### src/rtl/pc_fetch_unit.sv
// Instruction-fetch front end: owns the PC, resolves redirect targets and loads
// the IF/ID pipeline register under a BOOT/RUN/HOLD/REDIR control FSM.
module pc_fetch_unit #(
  parameter logic [31:0] RESET_PC = 32'h0000_0000,
  parameter int unsigned PC_STEP  = 4
) (
  input  logic        Clk,
  input  logic        Rst,
  input  logic        Stall,
  input  logic        Redirect,
  input  logic [1:0]  ControlSel,
  input  logic [31:0] BranchPC4,
  input  logic [31:0] BranchImm,
  input  logic [31:0] A,
  input  logic [25:0] JAddress,
  input  logic [31:0] InstrIn,
  output logic [31:0] IMemAddr,
  output logic [31:0] IF_ID_PC4,
  output logic [31:0] IF_ID_Instr,
  output logic        IF_ID_Valid,
  output logic        Busy
);

  typedef enum logic [1:0] {
    ST_BOOT,
    ST_RUN,
    ST_HOLD,
    ST_REDIR
  } state_t;

  localparam logic [31:0] STEP = 32'(PC_STEP);

  state_t      state_reg, state_next;
  logic [31:0] pc_reg, pc_next;
  logic [31:0] pc4_reg, pc4_next;
  logic [31:0] instr_reg, instr_next;
  logic        valid_reg, valid_next;

  logic [31:0] seq_pc;
  logic [31:0] target;

  assign seq_pc = pc_reg + STEP;

  // Reserved select value 3 falls back to the branch target.
  always_comb begin
    target = BranchPC4 + (BranchImm << 2);
    case (ControlSel)
      2'd1:    target = A;
      2'd2:    target = {BranchPC4[31:28], JAddress, 2'b00};
      default: target = BranchPC4 + (BranchImm << 2);
    endcase
  end

  always_comb begin
    state_next = state_reg;
    pc_next    = pc_reg;
    pc4_next   = pc4_reg;
    instr_next = instr_reg;
    valid_next = valid_reg;

    case (state_reg)
      ST_BOOT: begin
        valid_next = 1'b0;
        state_next = ST_RUN;
      end

      ST_RUN, ST_HOLD: begin
        if (Redirect) begin
          // Flush clears the instruction and valid bit; the stale PC4 is left as is.
          pc_next    = target;
          instr_next = 32'h0;
          valid_next = 1'b0;
          state_next = ST_REDIR;
        end else if (Stall) begin
          state_next = ST_HOLD;
        end else begin
          pc_next    = seq_pc;
          pc4_next   = seq_pc;
          instr_next = InstrIn;
          valid_next = 1'b1;
          state_next = ST_RUN;
        end
      end

      ST_REDIR: begin
        // Nothing valid sits in IF/ID here, so Stall has nothing to protect.
        if (Redirect) begin
          pc_next    = target;
          instr_next = 32'h0;
          valid_next = 1'b0;
          state_next = ST_REDIR;
        end else begin
          state_next = ST_RUN;
        end
      end

      default: state_next = ST_BOOT;
    endcase
  end

  always_ff @(posedge Clk) begin
    if (Rst) begin
      state_reg <= ST_BOOT;
      pc_reg    <= RESET_PC;
      pc4_reg   <= 32'h0;
      instr_reg <= 32'h0;
      valid_reg <= 1'b0;
    end else begin
      state_reg <= state_next;
      pc_reg    <= pc_next;
      pc4_reg   <= pc4_next;
      instr_reg <= instr_next;
      valid_reg <= valid_next;
    end
  end

  assign IMemAddr    = pc_reg;
  assign IF_ID_PC4   = pc4_reg;
  assign IF_ID_Instr = instr_reg;
  assign IF_ID_Valid = valid_reg;
  assign Busy        = (state_reg != ST_RUN);

endmodule

### config.mk
export PLATFORM = sky130hd
export DESIGN_NAME = pc_fetch_unit
export DESIGN_NICKNAME = d
export VERILOG_FILES = /design/src/rtl/pc_fetch_unit.sv
export SDC_FILE = /design/constraint.sdc
export NUM_CORES = 1
export LEC_CHECK = 0
export BUFFER_PORTS_ARGS = -buffer_cell sky130_fd_sc_hd__buf_4
export CAP_MARGIN = 40
export CORE_ASPECT_RATIO = 0.75
export CORE_MARGIN = 5
export CORE_UTILIZATION = 50
export CTS_CLUSTER_DIAMETER = 50
export DETAILED_ROUTE_END_ITERATION = 6
export PLACE_DENSITY_LB_ADDON = 0.3
export SLEW_MARGIN = 0
export SYNTH_ARGS = -nofsm -noshare
export SYNTH_HDL_FRONTEND = slang
export SYNTH_SLANG_ARGS = --single-unit
### constraint.sdc
create_clock -name Clk -period 4.25 [get_ports Clk]
set_input_delay 1.0625 -clock Clk [delete_from_list [all_inputs] [get_ports Clk]]
set_output_delay 1.0625 -clock Clk [all_outputs]
set_load 0.05 [all_outputs]
; ---- After elaboration in Yosys (flattened, before gate mapping)
; Cells that the tools add are included.
; Widths: inputs -> output; s select.
[totals]
register_bits = 99
inputBits = 160
out_inout_bits = 98
[classes]
add_sub_neg = 2
n_eq_ne = 8
muxes = 17
bitwise_logic = 2
reduce_logical = 6
[ops]
columns = op, n
row1 = $mux 32, 6
row2 = $pmux 32 s2, 3
row3 = $add 32x3->32 const B, 1
row4 = $add 32x32->32, 1
row5 = $eq 2x2->1 const B, 3
row6 = $mux 2, 3
row7 = $pmux 2 s3, 1
row8 = $reduce_and 3->1, 2
row9 = $eq 2x1->1 const B, 2
row10 = $mux 1, 3
row11 = $ne 3x3->1 const B, 1
row12 = $pmux 1 s3, 1
row13 = $logic_not 2->1, 1
row14 = $ne 2x1->1 const B, 1
row15 = $ne 2x2->1 const B, 1
row16 = $not 1->1, 2
row17 = $reduce_and 2->1, 1
row18 = $reduce_bool 2->1, 1
row19 = $reduce_or 2->1, 1

; ---- Depth between registers and ports, before layout
[logic_depth]
ltp_word = 4
ltp_mapped = 11
ltp_nobuf = 11

; ---- Worst setup path after synthesis
; Ideal clock, no wire load.
[synth_timing]
path_type = input-to-reg
from = input port BranchPC4[2]
to = register pc_reg[30], in the netlist IMemAddr[30]
arrival_ns = 3.335
required_ns = 4.176
slack_ns = 0.841
path_stages = 11
n_path_buf = 0
path_cell_list = ha_1 -> fa_1 -> a21oi_1 -> o211ai_1 -> nor3_1 -> nor4_2 -> o21ai_1 -> o21ai_0 -> a221oi_1 -> mux2_2 -> o21ai_0
[synth_between]
elab_chain_cells = 4
elab_cells_between_ends = 5
[synth_rtl]
columns = element, line_no
row1 = from (decl), 12  ; input logic [31:0] BranchPC4,
row2 = $add 32x32->32 (*), 50  ; default: target = BranchPC4 + (BranchImm << 2);
row3 = $pmux 32 s2 (*), 47  ; case (ControlSel)
row4 = $mux 32 (on tied branches), "87, 68"
row5 = $pmux 32 s2 (*), 61  ; case (state_reg)
row6 = to (signal assigned), 110  ; pc_reg <= pc_next;
row7 = to (decl), 34  ; logic [31:0] pc_reg, pc_next;
; Mark *: on every way between the ends. The rest lies on a longest branch, timed or not. The select of a mux whose other input is x is not followed.
; A chain may end at the register's enable or synchronous reset.

; ---- Final worst setup path
; Same ends and word-level chain as after synthesis.

==> reports/results.md <==
| Metric | Value |
|---|---|
| Final worst hold slack | 0.4545 ns |
| Synthesized area per cell | 7.686 um2 |
| Setup fix buffers added after clock tree synthesis | 0 |
| Area growth from synthesis to layout | 36.40% |
| Critical Path Fanout Max | 3 |
| Count of endpoints failing hold in the final timing report | 0 |
| Worst r2r dst | IMemAddr[26] |
| Placement Cell Area | 0.008494 mm2 |
| First-pass GRT wire length | 34.03 mm |
| DRT Pass-1 Iters | 6 |
| ANT nets after route | 0 |
| DR vias | 7215 |
| Post-Synthesis Cells | 838 |
| Number of hold buffers added after CTS | 0 |
| Warnings, synthesis | 0 |
| Min-Delay Startpoint | IF_ID_Instr[1] |
| Number of pins with negative max-slew slack in the final report | 0 |
| Data arrival time of the worst path | 3.96 ns |
| Clock Tree Root | clkbuf_16 |
| Overall global routing resource usage | 0.2754 |
| Max Clock Skew | 0.007498 ns |
| Transition time of the tightest slew-check pin | 0.8049 ns |
| Wirelength, routed | 22.19 mm |
| Antenna diode instance count | 0 |
| Final RePlAce weighted congestion | 0.9366 |
| Crit path launch | BranchPC4[2] |
| Unique masters post-synth | 59 |
| Number of cells upsized or downsized after cts | 0 |
| Reported max-cap violation count | 0 |
| Clock tree from TritonCTS | done |
| Total number of placement rows | 35 |
| Initial antenna violation count | 0 |
| Primary FF master, synth | dfxtp_1 |
| Maximum buffer depth of the clock tree | 2 |
| Fmax | 271.3 MHz |
| # H-tree levels | 3 |
| Critical Path Start Type | input pin |
| Setup repair after global routing missed its margin | no |
| Gr ovfl total | 0 |
| Aggregate negative setup slack | 0 ns |
| Number of synthesized flops with an enable pin | 0 |
| Fill cells | 1045 |
| Wire per inst | 18.06 um |
| Average vias per placed instance | 5.871 |
| Static Leak | 0.003737 uW |
| Launch point of the worst reg-to-reg path | IMemAddr[2] |
| Share of the yosys chip area belonging to registers | 0.3077 |
| Worst setup EP type | flip-flop |
| Reg2reg path depth | 10 |
| Slack of the worst reg-to-reg path | 1.39 ns |
| Initial standard-cell utilization of the core | 0.5179 |
| Required time reported for the critical path endpoint | 4.53 ns |
| Reg clk slew, reported paths | 0.07 ns |
| Relative max-transition margin | 0.4611 |
| DIE AREA | 0.01528 mm2 |
| Non-Filler Cell Area, Final | 0.008786 mm2 |
| Clk sink count | 99 |
| Total of flip-flops plus latches after synthesis | 99 |
| Post-route clock period utilization | 0.8673 |
| NumNets Final | 1254 |
| Power density over cell area | 346.4 mW/mm2 |
| Async set-reset flop share out of synthesis | 0 |
| Post-layout minimum cycle time | 3.686 ns |
| Core region area | 0.01244 mm2 |
| DRC violations left | 0 |
| Worst hold path endpoint | IF_ID_Instr[1] |
| Port buffer count | 255 |
| Netlist Area Pre-Place | 0.006441 mm2 |
| TritonCTS Buffers | 9 |
| Worst hold stages | 2 |
| Via count of the first global-routing pass | 6607 |
| Type of the worst setup path | in2reg |
| Starting DRT DRC Count | 703 |
| Maximum number of pins on one net before global-route repair | 60 |
| Fraction of layout cells with a size suffix above 1 | 0.2822 |
| Number of setup violations in the final report | 0 |
| Die W | 141.1 um |
| Top Ports | 258 |
| Outcome | completed |
| Final HPWL DP | 17.35 mm |
| Class of the tightest hold or removal check | reg2reg |
| Floorplan die height | 108.3 um |
| Nets in the synthesized netlist | 1034 |
| Clock insertion delay at the later pin of the skew report | 0.34 ns |
| VDD IR max | 212.5 uV |
## synthesized netlist by cell type (all sizes together) (3+ instances only)
cell type | number | area share
a221oi | 24 | 0.033
a21oi | 101 | 0.078
nor2 | 72 | 0.042
a41oi | 5 | 0.0068
xor2 | 25 | 0.034
a211oi | 40 | 0.047
or2 | 3 | 0.0029
a32o | 5 | 0.0078
nand2 | 93 | 0.054
a21o | 11 | 0.013
nand4 | 12 | 0.012
inv | 19 | 0.011
xnor2 | 25 | 0.034
ha | 35 | 0.068
o22ai | 3 | 0.0029
clkbuf | 45 | 0.026
nor3b | 3 | 0.0035
mux2i | 5 | 0.0078
o21bai | 4 | 0.0047
and4 | 4 | 0.0058
buf | 13 | 0.0095
dfxtp | 99 | 0.31
a22oi | 5 | 0.0058
nor4 | 9 | 0.015
nand3 | 56 | 0.045
nor2b | 9 | 0.0087
a31oi | 5 | 0.0049
o211ai | 5 | 0.0058
a221o | 6 | 0.0093
and3 | 13 | 0.013
o21ai | 51 | 0.040
nor3 | 9 | 0.0078
## worst max-delay path, cell delays in order
cell	delay, ns
buf_4	0.11
ha_1	0.22
fa_1	0.42
a21oi_1	0.24
o211ai_1	0.18
nor3_1	0.28
nor4_2	0.10
o21ai_1	0.27
o21ai_0	0.20
a221oi_1	0.44
mux2_2	0.38
o21ai_0	0.06
## worst max path at each step
stage	end	slack [ns]
after detailed placement	IMemAddr[30]	0.32
after CTS	IMemAddr[30]	0.66
after floorplan	IMemAddr[30]	0.84
after global placement	IMemAddr[30]	0.33
after global routing	IMemAddr[30]	0.38
final	IMemAddr[30]	0.56
## area by class of cell
class / count / area [um2] / area share
multi-input combinational: 662 / 4193 / 0.4772
timing repair buffer: 267 / 2041 / 0.2323
sequential: 99 / 1982 / 0.2256
clock buffer: 10 / 229.0 / 0.02606
tap: 166 / 207.7 / 0.02364
inverter: 19 / 71.32 / 0.008117
clock inverter: 6 / 62.56 / 0.007120
## layer usage
metal / track usage / vias to the layer above / part of all wire
li1: - / 3532 / -
met1: 0.3948 / 3289 / 0.44
met2: 0.4235 / 365 / 0.44
met3: 0.05968 / 29 / 0.099
met4: 0.06362 / 0 / 0.018
met5: 0 / - / 0
## cells in the final DEF (no fill, tap or decap), drive strengths merged, types with 3 or more instances in the layout
cell type	instances
nand3	56
mux2i	5
nor2b	9
inv	20
clkbuf	10
a32o	5
nor2	72
buf	266
a211oi	40
nand2	93
and3	13
a21o	11
o21bai	4
clkinv	5
nand4	12
xor2	25
dfxtp	99
a31oi	5
and4	4
or2	3
nor3b	3
ha	35
a22oi	5
a41oi	5
o21ai	51
a221oi	24
o211ai	5
nor4	9
xnor2	25
o22ai	3
a21oi	101
nor3	9
a221o	6
## power breakdown
| part | internal, uW | total, uW | leakage, uW | switching [uW] |
|---|---|---|---|---|
| Combinational | 425 | 1160 | 0.00279 | 736 |
| Clock | 411 | 795 | 0.000142 | 384 |
| Sequential | 1000 | 1090 | 0.000807 | 83.9 |
## through the flow
| step | total power (uW) | std cells | util | setup slack, ns |
|---|---|---|---|---|
| 3_3_place_gp | 2235 | 1211 | 0.6799 | 0.3264 |
| 4_1_cts | 3040 | 1229 | 0.7064 | 0.6628 |
| 2_1_floorplan | 1845 | 838 | - | 0.8406 |
| 3_5_place_dp | 2254 | 1213 | 0.6830 | 0.3240 |
| 5_1_grt | 3190 | 1229 | 0.7064 | 0.3815 |
| 6_report | 3043 | 1229 | 0.7064 | 0.5640 |
## kinds of logic (layout without fill, tap and decap cells)
group                    count (synthesis)  count (layout)  synth area share
AO/OA/AOI/OAI                          280             280            0.2788
multiplexers                             6               6          0.009518
XOR/XNOR                                50              50           0.06799
AND/OR/NAND/NOR                        290             290            0.2179
buffers and inverters                   77             302           0.04701
flip-flops                              99              99            0.3077
adder cells (fa/ha/maj)                 36              36           0.07110
(Power assumes the default switching activity.)
